$ cat src/rtl/uart_alu_ctrl.sv
// Packet sequencer between uart_rx and uart_tx: parses [op][rsvd][len_lo][len_hi][payload],
// runs ECHO or 32-bit ADD-reduce. Optional inter-byte timeout via UART_ALU_CTRL_TIMEOUT_EN.
module uart_alu_ctrl #(
  parameter int          DATA_WIDTH = 8,
  parameter logic [7:0]  OP_ECHO    = 8'hEC,
  parameter logic [7:0]  OP_ADD     = 8'hA0
`ifdef UART_ALU_CTRL_TIMEOUT_EN
  , parameter int        TIMEOUT_CYCLES = 1200000
`endif
) (
  input  logic                  clk_i,
  input  logic                  reset_i,
  input  logic [DATA_WIDTH-1:0] s_axis_tdata,
  input  logic                  s_axis_tvalid,
  output logic                  s_axis_tready,
  output logic [DATA_WIDTH-1:0] m_axis_tdata,
  output logic                  m_axis_tvalid,
  input  logic                  m_axis_tready,
  output logic                  busy_o,
  output logic                  err_opcode_o,
  output logic                  err_len_o,
  output logic                  err_timeout_o
);

  typedef enum logic [2:0] {
    IDLE, RSVD, LEN_LO, LEN_HI, ECHO, ADD_RX, SEND, DRAIN
  } state_t;

  state_t      state_q, state_d;
  logic [7:0]  opcode_q, opcode_d;
  logic [7:0]  len_lo_q, len_lo_d;
  logic [15:0] rem_q, rem_d;
  logic [31:0] acc_q, acc_d;
  logic [23:0] opnd_q, opnd_d;
  logic [1:0]  bcnt_q, bcnt_d;
  logic [1:0]  idx_q, idx_d;
  logic        err_op_q, err_op_d;
  logic        err_len_q, err_len_d;
  // Keeps tready low while reset is asserted even though the state is IDLE.
  logic        run_q;

  logic        rx_fire, tx_fire;
  logic [15:0] len, len_rem, rem_dec;
  logic        tmo_hit;

  assign rx_fire = s_axis_tvalid & s_axis_tready;
  assign tx_fire = m_axis_tvalid & m_axis_tready;
  assign len     = {s_axis_tdata, len_lo_q};
  assign len_rem = len - 16'd4;
  assign rem_dec = rem_q - 16'd1;

`ifdef UART_ALU_CTRL_TIMEOUT_EN
  localparam int TMO_W = $clog2(TIMEOUT_CYCLES + 1);
  logic [TMO_W-1:0] tmo_q, tmo_d;
  logic             err_tmo_q;
  logic             tmo_count;

  assign tmo_count = (state_q != IDLE) && (state_q != SEND);
  assign tmo_hit   = tmo_count && !rx_fire && (tmo_q == TMO_W'(TIMEOUT_CYCLES - 1));

  always_comb begin
    tmo_d = tmo_q;
    if (!tmo_count || rx_fire || tmo_hit) tmo_d = '0;
    else                                  tmo_d = tmo_q + 1'b1;
  end

  always_ff @(posedge clk_i or negedge reset_i) begin
    if (!reset_i) begin
      tmo_q     <= '0;
      err_tmo_q <= 1'b0;
    end else begin
      tmo_q     <= tmo_d;
      err_tmo_q <= tmo_hit;
    end
  end

  assign err_timeout_o = err_tmo_q;
`else
  assign tmo_hit       = 1'b0;
  assign err_timeout_o = 1'b0;
`endif

  always_comb begin
    state_d       = state_q;
    opcode_d      = opcode_q;
    len_lo_d      = len_lo_q;
    rem_d         = rem_q;
    acc_d         = acc_q;
    opnd_d        = opnd_q;
    bcnt_d        = bcnt_q;
    idx_d         = idx_q;
    err_op_d      = 1'b0;
    err_len_d     = 1'b0;
    s_axis_tready = 1'b0;
    m_axis_tvalid = 1'b0;
    m_axis_tdata  = '0;
    case (state_q)
      IDLE: begin
        s_axis_tready = run_q;
        if (rx_fire) begin
          opcode_d = s_axis_tdata;
          state_d  = RSVD;
        end
      end
      RSVD: begin
        s_axis_tready = 1'b1;
        if (rx_fire) state_d = LEN_LO;
      end
      LEN_LO: begin
        s_axis_tready = 1'b1;
        if (rx_fire) begin
          len_lo_d = s_axis_tdata;
          state_d  = LEN_HI;
        end
      end
      LEN_HI: begin
        s_axis_tready = 1'b1;
        if (rx_fire) begin
          rem_d = len_rem;
          if (len < 16'd4) begin
            err_len_d = 1'b1;
            state_d   = IDLE;
          end else if (opcode_q != OP_ECHO && opcode_q != OP_ADD) begin
            err_op_d = 1'b1;
            state_d  = (len_rem == 16'd0) ? IDLE : DRAIN;
          end else if (opcode_q == OP_ECHO) begin
            state_d = (len_rem == 16'd0) ? IDLE : ECHO;
          end else if (len_rem == 16'd0 || len_rem[1:0] != 2'd0) begin
            err_len_d = 1'b1;
            state_d   = DRAIN;
          end else begin
            acc_d   = '0;
            bcnt_d  = '0;
            state_d = ADD_RX;
          end
        end
      end
      ECHO: begin
        m_axis_tdata  = s_axis_tdata;
        m_axis_tvalid = s_axis_tvalid;
        s_axis_tready = m_axis_tready;
        if (rx_fire) begin
          rem_d = rem_dec;
          if (rem_q == 16'd1) state_d = IDLE;
        end
      end
      ADD_RX: begin
        s_axis_tready = 1'b1;
        if (rx_fire) begin
          opnd_d = {s_axis_tdata, opnd_q[23:8]};
          bcnt_d = bcnt_q + 2'd1;
          if (bcnt_q == 2'd3) acc_d = acc_q + {s_axis_tdata, opnd_q};
          rem_d = rem_dec;
          if (rem_q == 16'd1) begin
            idx_d   = '0;
            state_d = SEND;
          end
        end
      end
      SEND: begin
        m_axis_tvalid = 1'b1;
        m_axis_tdata  = acc_q[8*idx_q +: 8];
        if (tx_fire) begin
          idx_d = idx_q + 2'd1;
          if (idx_q == 2'd3) state_d = IDLE;
        end
      end
      DRAIN: begin
        // Zero-length drain (ADD with len=4) exits without consuming a byte.
        s_axis_tready = (rem_q != 16'd0);
        if (rem_q == 16'd0) state_d = IDLE;
        else if (rx_fire) begin
          rem_d = rem_dec;
          if (rem_q == 16'd1) state_d = IDLE;
        end
      end
      default: state_d = IDLE;
    endcase
    if (tmo_hit) begin
      state_d = IDLE;
      acc_d   = '0;
    end
  end

  always_ff @(posedge clk_i or negedge reset_i) begin
    if (!reset_i) begin
      state_q   <= IDLE;
      opcode_q  <= '0;
      len_lo_q  <= '0;
      rem_q     <= '0;
      acc_q     <= '0;
      opnd_q    <= '0;
      bcnt_q    <= '0;
      idx_q     <= '0;
      err_op_q  <= 1'b0;
      err_len_q <= 1'b0;
      run_q     <= 1'b0;
    end else begin
      state_q   <= state_d;
      opcode_q  <= opcode_d;
      len_lo_q  <= len_lo_d;
      rem_q     <= rem_d;
      acc_q     <= acc_d;
      opnd_q    <= opnd_d;
      bcnt_q    <= bcnt_d;
      idx_q     <= idx_d;
      err_op_q  <= err_op_d;
      err_len_q <= err_len_d;
      run_q     <= 1'b1;
    end
  end

  assign busy_o       = (state_q != IDLE);
  assign err_opcode_o = err_op_q;
  assign err_len_o    = err_len_q;

endmodule
$ cat config.mk
export PLATFORM = sky130hd
export DESIGN_NAME = uart_alu_ctrl
export DESIGN_NICKNAME = d
export VERILOG_FILES = /design/src/rtl/uart_alu_ctrl.sv
export SDC_FILE = /design/constraint.sdc
export NUM_CORES = 1
export LEC_CHECK = 0
export ABC_AREA = 1
export CAP_MARGIN = 30
export CORE_MARGIN = 1
export CORE_UTILIZATION = 42
export DETAILED_ROUTE_END_ITERATION = 16
export PLACE_DENSITY = 0.6
export SYNTH_ARGS = -nofsm -noshare
export SYNTH_HDL_FRONTEND = slang
export SYNTH_SLANG_ARGS = --single-unit
$ cat constraint.sdc
create_clock -name clk_i -period 2.4 [get_ports clk_i]
set_input_delay 0.48 -clock clk_i [delete_from_list [all_inputs] [get_ports clk_i]]
set_output_delay 0.48 -clock clk_i [all_outputs]
set_load 0.03 [all_outputs]
==> results.py, run 1 <==
metrics = {
    "run_status": {
        "outcome": "completed",
    },
    "synth": {
        "syn_inst": 1091,
        "syn_area_per_cell_um2": 6.82,
        "synth_cell_types": 46,
        "syn_area_mm2": 0.00744,
        "synth_top_area_share_pct": 32.9,
        "yosys.area_share.simple_pct": 32.5,
        "yosys_warnings": 0,
        "syn_nets": 1141,
        "synth_fa_ha_area_share_pct": 6.49,
        "synth-xor-area-share_pct": 2.71,
        "synth_area_leaders": "dfrtp_1 (33%), nand2_1 (15%), ha_1 (6.2%)",
        "ys_seq_elements": 98,
        "synth.area.mux_share_pct": 1.82,
        "synth-compound-area-share_pct": 14.5,
        "synth_top_family_by_area": "simple AND/OR/NAND/NOR gates",
        "yosysSeqAreaShare_pct": 32.9,
        "synth_area_leader_cell": "dfrtp_1",
    },
    "routing": {
        "dr.pass1.iters": 5,
        "wl_per_cell_um": 15.8,
        "drc": 0,
        "routed_wl_um": 22600,
        "vias_per_cell": 5.12,
        "drt_iter0_markers": 426,
        "antenna_left": 0,
        "num_vias": 7347,
    },
    "timing": {
        "worst_hold_slack_ns": 0.0782,
        "setup_viol": 0,
        "tns_ns": 0,
        "timing.final.ws_setup_ns": 0.00276,
        "final.setup_skew_ns": 0.00764,
        "period_minus_slack_ns": 2.40,
        "timing.fmax_ghz": 0.417,
        "post-route-period-util_pct": 99.9,
        "finalHoldViolations": 0,
        "drv_slew": 0,
        "rsz0062_at_grt": "true",
    },
    "worst_setup_path": {
        "timing.critical_path.mode_cell": "buf_4",
        "critPathLaunchType": "input port",
        "crit_start": "s_axis_tdata[5]",
        "critPathRequiredTime_ns": 1.92,
        "crit_chain": "clkdlybuf4s50_1 > buf_4 > inv_1 > o21ai_0 > buf_4",
        "cp_top_family": "buffers and inverters",
        "reg2reg_depth": 13,
        "cp_slowest_cell": "clkdlybuf4s50_1",
        "crit_buf_inv": 4,
        "cp.depth": 5,
        "worst-endpoint-arrival_ns": 1.92,
        "r2r_end": "acc_q[15]",
        "reg2reg_slack_ns": 0.18,
        "path_max_fanout": 5,
        "r2r_start": "opnd_q[10]",
        "critical_path.max_stage_delay_ns": 0.58,
        "crit_path_end_kind": "primary output",
        "cp-endpoint": "m_axis_tdata[5]",
        "crit_type": "in2out",
    },
    "clocking": {
        "cts_tree": "yes",
        "numCtsBuffers": 9,
        "clock_latency_ns": 0.35,
        "clk_path_buf_depth": 2,
        "root_buffer": "clkbuf_16",
        "h-tree-depth": 3,
        "clk_pin_slew_worst_paths_ns": 0.07,
        "clock-sinks": 98,
    },
    "power": {
        "power.density_mw_per_mm2": 1150,
        "ir_worst_vdd_mv": 0.582,
        "p_leak_uw": 0.00460,
    },
    "cells_and_area": {
        "drive_gt1_share_pct": 17.4,
        "area_delta_synth_final_pct": 23.2,
        "postLayoutCoreUtil_pct": 53.0,
        "final_cell_mix": "nand2_1 (298), inv_1 (114), nor2_1 (114)",
        "final_nets": 1254,
        "final_common_cell": "nand2_1",
        "antennaDiodeCount": 0,
        "seq_area_mm2": 0.00245,
        "n_fill_cell": 1744,
        "multi_input_comb_area_mm2": 0.00448,
    },
    "global_route": {
        "grt_pass1_vias": 7131,
        "antenna_found_initial": 0,
        "gr-usage-all-layers_pct": 25.7,
        "grt_max_degree": 45,
        "grt-ovfl-total": 0,
        "grt_pass1_wl_um": 36500,
    },
    "die": {
        "rows": 48,
        "io_pins": 26,
        "start_util_pct": 43.0,
        "die_x_um": 135,
        "core-area_mm2": 0.0173,
        "dieArea_mm2": 0.0183,
        "chipHeight_um": 135,
    },
    "worst_hold_path": {
        "hp-class": "in2async",
    },
    "placement": {
        "place_ws_ns": -0.373,
        "hpwl_um": 18000,
        "numPortBuffers": 24,
        "place_congestion": 0.916,
    },
    "run": {
        "maxCapViolations": 0,
    },
}
-- synth_stat cells (all sizes together) --
| cell type | n |
|---|---|
| o22ai | 1 |
| nor3 | 13 |
| clkinv | 4 |
| clkbuf | 11 |
| a221o | 8 |
| o211ai | 4 |
| fa | 1 |
| nor3b | 3 |
| nor4 | 6 |
| xnor2 | 10 |
| ha | 37 |
| a21oi | 66 |
| nand3 | 77 |
| nor2 | 133 |
| a21boi | 5 |
| o221ai | 1 |
| conb | 2 |
| o21ai | 92 |
| o21bai | 9 |
| buf | 19 |
| xor2 | 13 |
| nand3b | 5 |
| a21o | 1 |
| o21a | 2 |
| nand2 | 315 |
| nand4 | 11 |
| and3 | 2 |
| mux2 | 12 |
| a31oi | 5 |
| inv | 125 |
| dfrtp | 98 |
-- logic make-up (layout without fill, tap and decap cells) --
logic type	Yosys count	count (layout)
simple gates	565	565
compound gates	194	194
buf+inv	159	277
flops	98	98
fa+ha+maj	38	38
xor+xnor	23	23
mux	12	12
other cells	2	2
-- timing repair --
action / in CTS / in global routing
resized for setup: 9 / 51
endpoints found under the setup margin: 12 / 68
gates cloned: 0 / 1
hold buffers: 0 / 0
buffers inserted: 0 / 6
pin swaps: 0 / 6
hold endpoints to repair: 0 / 0
-- layer usage --
metal / wire, um / part of all wire [%] / GRT usage [%] / vias up
li1: - / - / - / 3782
met1: 10600 / 47 / 34.3 / 3398
met2: 10900 / 48 / 43.6 / 134
met3: 633 / 2.8 / 1.98 / 33
met4: 491 / 2.2 / 9.18 / 0
met5: 0 / 0 / 0 / -
-- power by group --
group	total (uW)	internal (uW)	switching [uW]
clock network	1600	922	675
registers	2980	2310	673
logic	5990	2310	3680
-- stage by stage --
stage / cells / instance area, um2 / power, uW
2_1_floorplan: 1091 / 7440 / 6730
6_report: 1434 / 9170 / 10600
5_1_grt: 1434 / 9170 / 11400
3_5_place_dp: 1411 / 8620 / 8710
3_3_place_gp: 1411 / 8620 / 8660
4_1_cts: 1427 / 8960 / 10400
-- how the worst min path moves through the flow --
stage	end	slack, ns	cells past startpoint
floorplan	acc_q[0]	0.18	0
global placement	rem_q[10]	0.46	1
detailed placement	rem_q[10]	0.46	1
CTS	rem_q[10]	0.09	1
global route	rem_q[10]	0.10	1
finish	len_lo_q[6]	0.08	1
-- state kept, by name, indices dropped and copies added, names as in the netlist, 2 cells and up --
name and flops:
acc_q 32, opnd_q 24, rem_q 16, len_lo_q 8
opcode_q 8, state_q 3, bcnt_q 2, idx_q 2
-- layout make-up --
class | instances | area share, %
tap | 225 | 3.07
timing repair inverter | 1 | 0.0819
clock buffer | 9 | 2.46
multi-input combinational | 834 | 48.8
sequential | 98 | 26.8
timing repair buffer | 131 | 12.3
inverter | 129 | 5.40
clock inverter | 7 | 1.11
Note: power is estimated with default switching activity, not from simulation.
==> run 2: changes to the inputs <==
- SKIP_LAST_GASP: unset -> 1
==> results.py, run 2 (synthesized netlist as in run 1, its figures left out) <==
metrics = {
    "die": {
        "core-area_mm2": 0.0173,
        "start_util_pct": 43.0,
        "io_pins": 26,
        "dieArea_mm2": 0.0183,
        "die_x_um": 135,
        "rows": 48,
        "chipHeight_um": 135,
    },
    "timing": {
        "timing.fmax_ghz": 0.417,
        "drv_slew": 0,
        "period_minus_slack_ns": 2.40,
        "post-route-period-util_pct": 99.9,
        "setup_viol": 0,
        "rsz0062_at_grt": "true",
        "worst_hold_slack_ns": 0.0774,
        "final.setup_skew_ns": 0.00761,
        "finalHoldViolations": 0,
    },
    "routing": {
        "vias_per_cell": 5.12,
        "num_vias": 7349,
        "wl_per_cell_um": 15.8,
        "antenna_left": 0,
        "dr.pass1.iters": 5,
        "drc": 0,
        "drt_iter0_markers": 428,
        "routed_wl_um": 22600,
    },
    "global_route": {
        "gr-usage-all-layers_pct": 25.7,
        "grt_pass1_wl_um": 36500,
        "antenna_found_initial": 0,
        "grt_pass1_vias": 7131,
        "grt-ovfl-total": 0,
        "grt_max_degree": 45,
    },
    "power": {
        "pwr-share-comb_pct": 56.7,
        "p_int_uw": 5540,
        "pwr-share-clk_pct": 15.1,
        "p_leak_uw": 0.00460,
        "p_sw_uw": 5020,
        "power_uw": 10600,
        "p_seq_share_pct": 28.2,
        "power.density_mw_per_mm2": 1150,
        "switching_share_pct": 47.5,
        "ir_worst_vdd_mv": 0.582,
    },
    "cells_and_area": {
        "antennaDiodeCount": 0,
        "largest_reg_flops": 32,
        "final_cell_mix": "nand2_1 (298), inv_1 (114), nor2_1 (114)",
        "area_delta_synth_final_pct": 23.1,
        "top_register": "acc_q",
        "n_fill_cell": 1744,
        "top_regs": "acc_q: 32 flops, opnd_q: 24 flops, rem_q: 16 flops",
        "drive_gt1_share_pct": 17.3,
        "final_common_cell": "nand2_1",
        "final_nets": 1254,
    },
    "worst_setup_path": {
        "crit_start": "s_axis_tdata[5]",
        "r2r_start": "opnd_q[2]",
        "critPathLaunchType": "input port",
        "crit_type": "in2out",
        "r2r_end": "acc_q[29]",
        "path_max_fanout": 5,
        "reg2reg_depth": 13,
        "worst-endpoint-arrival_ns": 1.92,
        "crit_path_end_kind": "primary output",
        "critPathRequiredTime_ns": 1.92,
        "reg2reg_slack_ns": 0.08,
    },
    "clocking": {
        "h-tree-depth": 3,
        "cts_hold_buf": 0,
        "clock_latency_ns": 0.35,
        "numCtsBuffers": 9,
        "cts_tree": "yes",
        "root_buffer": "clkbuf_16",
        "clk_path_buf_depth": 2,
        "clk_pin_slew_worst_paths_ns": 0.07,
        "clock-sinks": 98,
    },
    "placement": {
        "place_congestion": 0.916,
        "hpwl_um": 18000,
        "numPortBuffers": 24,
    },
    "worst_hold_path": {
        "hp-class": "in2async",
    },
    "run": {
        "maxCapViolations": 0,
    },
    "run_status": {
        "outcome": "completed",
    },
}
[run 2: changes by cell type in the layout (fill, tap and decap cells not counted)]
cell,before,now
o21ai_1,8,9
o21ai_2,1,0
[run 2: worst max-delay path, cell delays in order]
cell	delay [ns]
clkdlybuf4s50_1	0.58
buf_4	0.18
inv_1	0.09
o21ai_0	0.35
buf_4	0.23
[run 2: worst max path at each step]
stage / endpoint
after floorplan: opnd_q[0]
after global placement: acc_q[31]
after detailed placement: state_q[1]
after CTS: m_axis_tdata[4]
after global routing: acc_q[17]
final: m_axis_tdata[5]
[run 2: metal layers]
metal,part of all wire (%),global-route usage [%],vias up
met1,47,34.3,3394
met4,2.2,9.18,0
li1,-,-,3780
met2,48,43.6,141
met5,0,0,-
met3,2.8,1.98,34
[run 2: stage by stage]
stage / utilization (%) / TNS [ns] / instance area (um2) / cells / setup WS (ns)
final: 53.0 / 0 / 9170 / 1434 / 0.00276
after floorplan: - / 0 / 7440 / 1091 / 0.249
after global placement: 49.8 / -8.93 / 8620 / 1411 / -0.380
after CTS: 51.8 / -0.0120 / 8960 / 1427 / -0.0120
after detailed placement: 49.8 / -9.78 / 8620 / 1411 / -0.373
after global routing: 53.0 / -0.0198 / 9170 / 1434 / -0.0123
[run 2: power groups by stage]
stage	combinational (uW)	sequential, uW	clock (uW)
after floorplan	4020	2710	0
after global placement	5700	2960	0
after CTS	5780	2950	1630
final	5990	2980	1600
after global routing	6700	3050	1690
after detailed placement	5740	2970	0
[run 2: area by class of cell]
| cell class | instances | area, um2 | area share [%] |
|---|---|---|---|
| Clock buffer | 9 | 225 | 2.46 |
| Sequential cell | 98 | 2450 | 26.8 |
| Timing Repair inverter | 1 | 7.51 | 0.0819 |
| Clock inverter | 7 | 101 | 1.11 |
| Timing Repair Buffer | 131 | 1130 | 12.3 |
| Inverter | 129 | 495 | 5.41 |
| Tap cell | 225 | 282 | 3.07 |
| Multi-Input combinational cell | 834 | 4470 | 48.8 |
[run 2: repair_timing]
item / 4_1_cts / 5_1_grt
gates cloned: 0 / 1
setup endpoints to repair: 12 / 68
pin swaps: 0 / 6
setup buffers: 0 / 6
gates resized for setup: 9 / 50
==> run 3: changes to the inputs <==
- CORE_MARGIN: 1 -> 2
- REMOVE_ABC_BUFFERS: unset -> 1
- SETUP_SLACK_MARGIN: unset -> 0.02
==> results.py, run 3 (synthesized netlist as in run 1, its figures left out) <==
metrics = {
    "timing": {
        "final.setup_skew_ns": 0.0113,
        "finalHoldViolations": 0,
        "rsz0062_at_grt": "true",
        "tightest_slew_ns": 0.621,
        "setup_viol": 0,
        "post-route-period-util_pct": 96.7,
        "tns_ns": 0,
        "timing.fmax_ghz": 0.431,
        "period_minus_slack_ns": 2.32,
        "slew_headroom_pct": 58.5,
        "drv_slew": 0,
    },
    "die": {
        "chipHeight_um": 137,
        "rows": 48,
        "core-area_mm2": 0.0173,
        "die_x_um": 137,
        "start_util_pct": 43.0,
        "dieArea_mm2": 0.0188,
        "io_pins": 26,
    },
    "routing": {
        "routed_wl_um": 23400,
        "dr.pass1.iters": 5,
        "antenna_left": 0,
        "drt_iter0_markers": 533,
        "vias_per_cell": 5.30,
        "num_vias": 7552,
        "wl_per_cell_um": 16.4,
        "drc": 0,
    },
    "global_route": {
        "gr-usage-all-layers_pct": 25.5,
        "grt_pass1_vias": 7000,
        "grt_pass1_wl_um": 36500,
        "grt_max_degree": 44,
        "grt-ovfl-total": 0,
        "antenna_found_initial": 0,
    },
    "power": {
        "p_sw_uw": 5210,
        "p_int_uw": 5370,
        "switching_share_pct": 49.3,
        "p_seq_share_pct": 28.8,
        "power.density_mw_per_mm2": 1160,
        "ir_worst_vdd_mv": 0.526,
        "power_uw": 10600,
        "pwr-share-comb_pct": 57.0,
        "p_leak_uw": 0.00453,
        "pwr-share-clk_pct": 14.2,
    },
    "cells_and_area": {
        "area_delta_synth_final_pct": 22.5,
        "final_common_cell": "nand2_1",
        "top_regs": "acc_q: 32 flops, opnd_q: 24 flops, rem_q: 16 flops",
        "antennaDiodeCount": 0,
        "top_register": "acc_q",
        "largest_reg_flops": 32,
        "fin_cells": 1425,
        "drive_gt1_share_pct": 18.0,
        "n_fill_cell": 1671,
        "final_cell_mix": "nand2_1 (294), inv_1 (116), nor2_1 (111)",
        "final_nets": 1245,
    },
    "run_status": {
        "outcome": "completed",
    },
    "worst_setup_path": {
        "crit_type": "reg2out",
        "crit_path_end_kind": "primary output",
        "cp_slowest_cell": "dfrtp_2",
        "crit_chain": "nand2_2 > nor2_4 > inv_4 > a221o_1 > o21ai_0 > buf_4 > buf_6",
        "critPathRequiredTime_ns": 1.92,
        "worst-endpoint-arrival_ns": 1.84,
        "critical_path.max_stage_delay_ns": 0.45,
        "critPathLaunchType": "flip-flop",
        "path_max_fanout": 12,
    },
    "clocking": {
        "cts_tree": "yes",
        "cts_hold_buf": 0,
        "root_buffer": "clkbuf_16",
        "clock-sinks": 98,
        "h-tree-depth": 3,
        "clock_latency_ns": 0.37,
        "clk_path_buf_depth": 2,
        "clk_pin_slew_worst_paths_ns": 0.07,
        "numCtsBuffers": 9,
    },
    "worst_hold_path": {
        "hp-class": "in2async",
    },
    "run": {
        "maxCapViolations": 0,
    },
    "placement": {
        "numPortBuffers": 24,
        "hpwl_um": 18200,
        "dp_cells": 1400,
        "place_congestion": 0.998,
    },
}
[run 3: critical path: cells and delay by family, from the launching register on]
| kind | cells | cell delay [ns] |
|---|---|---|
| flops | 1 | 0.45 |
| buf+inv | 3 | 0.38 |
| simple gates | 2 | 0.28 |
| compound gates | 2 | 0.36 |
[run 3: stage by stage]
stage          hold slack (ns)  setup slack (ns)  instance area [um2]  utilization [%]
3_3_place_gp             0.464            -0.359                 8510             49.2
4_1_cts                  0.104            0.0181                 8840             51.1
3_5_place_dp             0.474            -0.348                 8510             49.2
6_report                0.0749            0.0794                 9120             52.7
5_1_grt                  0.112           -0.0171                 9120             52.7
2_1_floorplan            0.184             0.118                 7260                -
[run 3: what timing repair did]
| item | CTS | global route |
|---|---|---|
| gates resized for setup | 14 | 67 |
| setup endpoints to repair | 11 | 84 |
| buffers inserted | 0 | 6 |
| pin swaps | 0 | 8 |
| gates cloned | 0 | 3 |
[run 3: worst paths after layout]
kind | start | to | slack, ns | cells after the start
setup reg to reg | acc_q[7] | acc_q[21] | 0.11 | 13
setup / recovery | state_q[1] | m_axis_tdata[1] | 0.08 | 7
max in group asynchronous | reset_i | rem_q[3] | 1.64 | 2
hold reg to reg | bcnt_q[1] | bcnt_q[1] | 0.49 | 2
min in group clk_i | bcnt_q[1] | bcnt_q[1] | 0.49 | 2
hold / removal | reset_i | acc_q[29] | 0.07 | 1
[run 3: layer usage]
metal / wire length [um] / share of wire [%] / vias up / track usage [%]
met5: 0 / 0 / - / 0
met3: 1330 / 5.7 / 43 / 5.26
met4: 664 / 2.8 / 0 / 9.34
met2: 10500 / 45 / 185 / 39.6
li1: - / - / 3769 / -
met1: 10900 / 47 / 3555 / 35.0
[run 3: power by group through the flow]
stage	clock (uW)	sequential, uW	combinational (uW)
floorplan	0	2770	3750
global placement	0	3010	5610
detailed placement	0	3010	5650
CTS	1530	2990	5700
global route	1600	3110	6710
finish	1500	3050	6030
[run 3: layout make-up]
type / count / area, um2 / share of cell area [%]
multi-input combinational: 834 / 4520 / 49.6
sequential: 98 / 2460 / 26.9
timing repair buffer: 120 / 1030 / 11.3
inverter: 129 / 495 / 5.44
tap: 225 / 282 / 3.09
clock buffer: 9 / 225 / 2.47
clock inverter: 7 / 88.8 / 0.974
timing repair inverter: 3 / 20.0 / 0.220
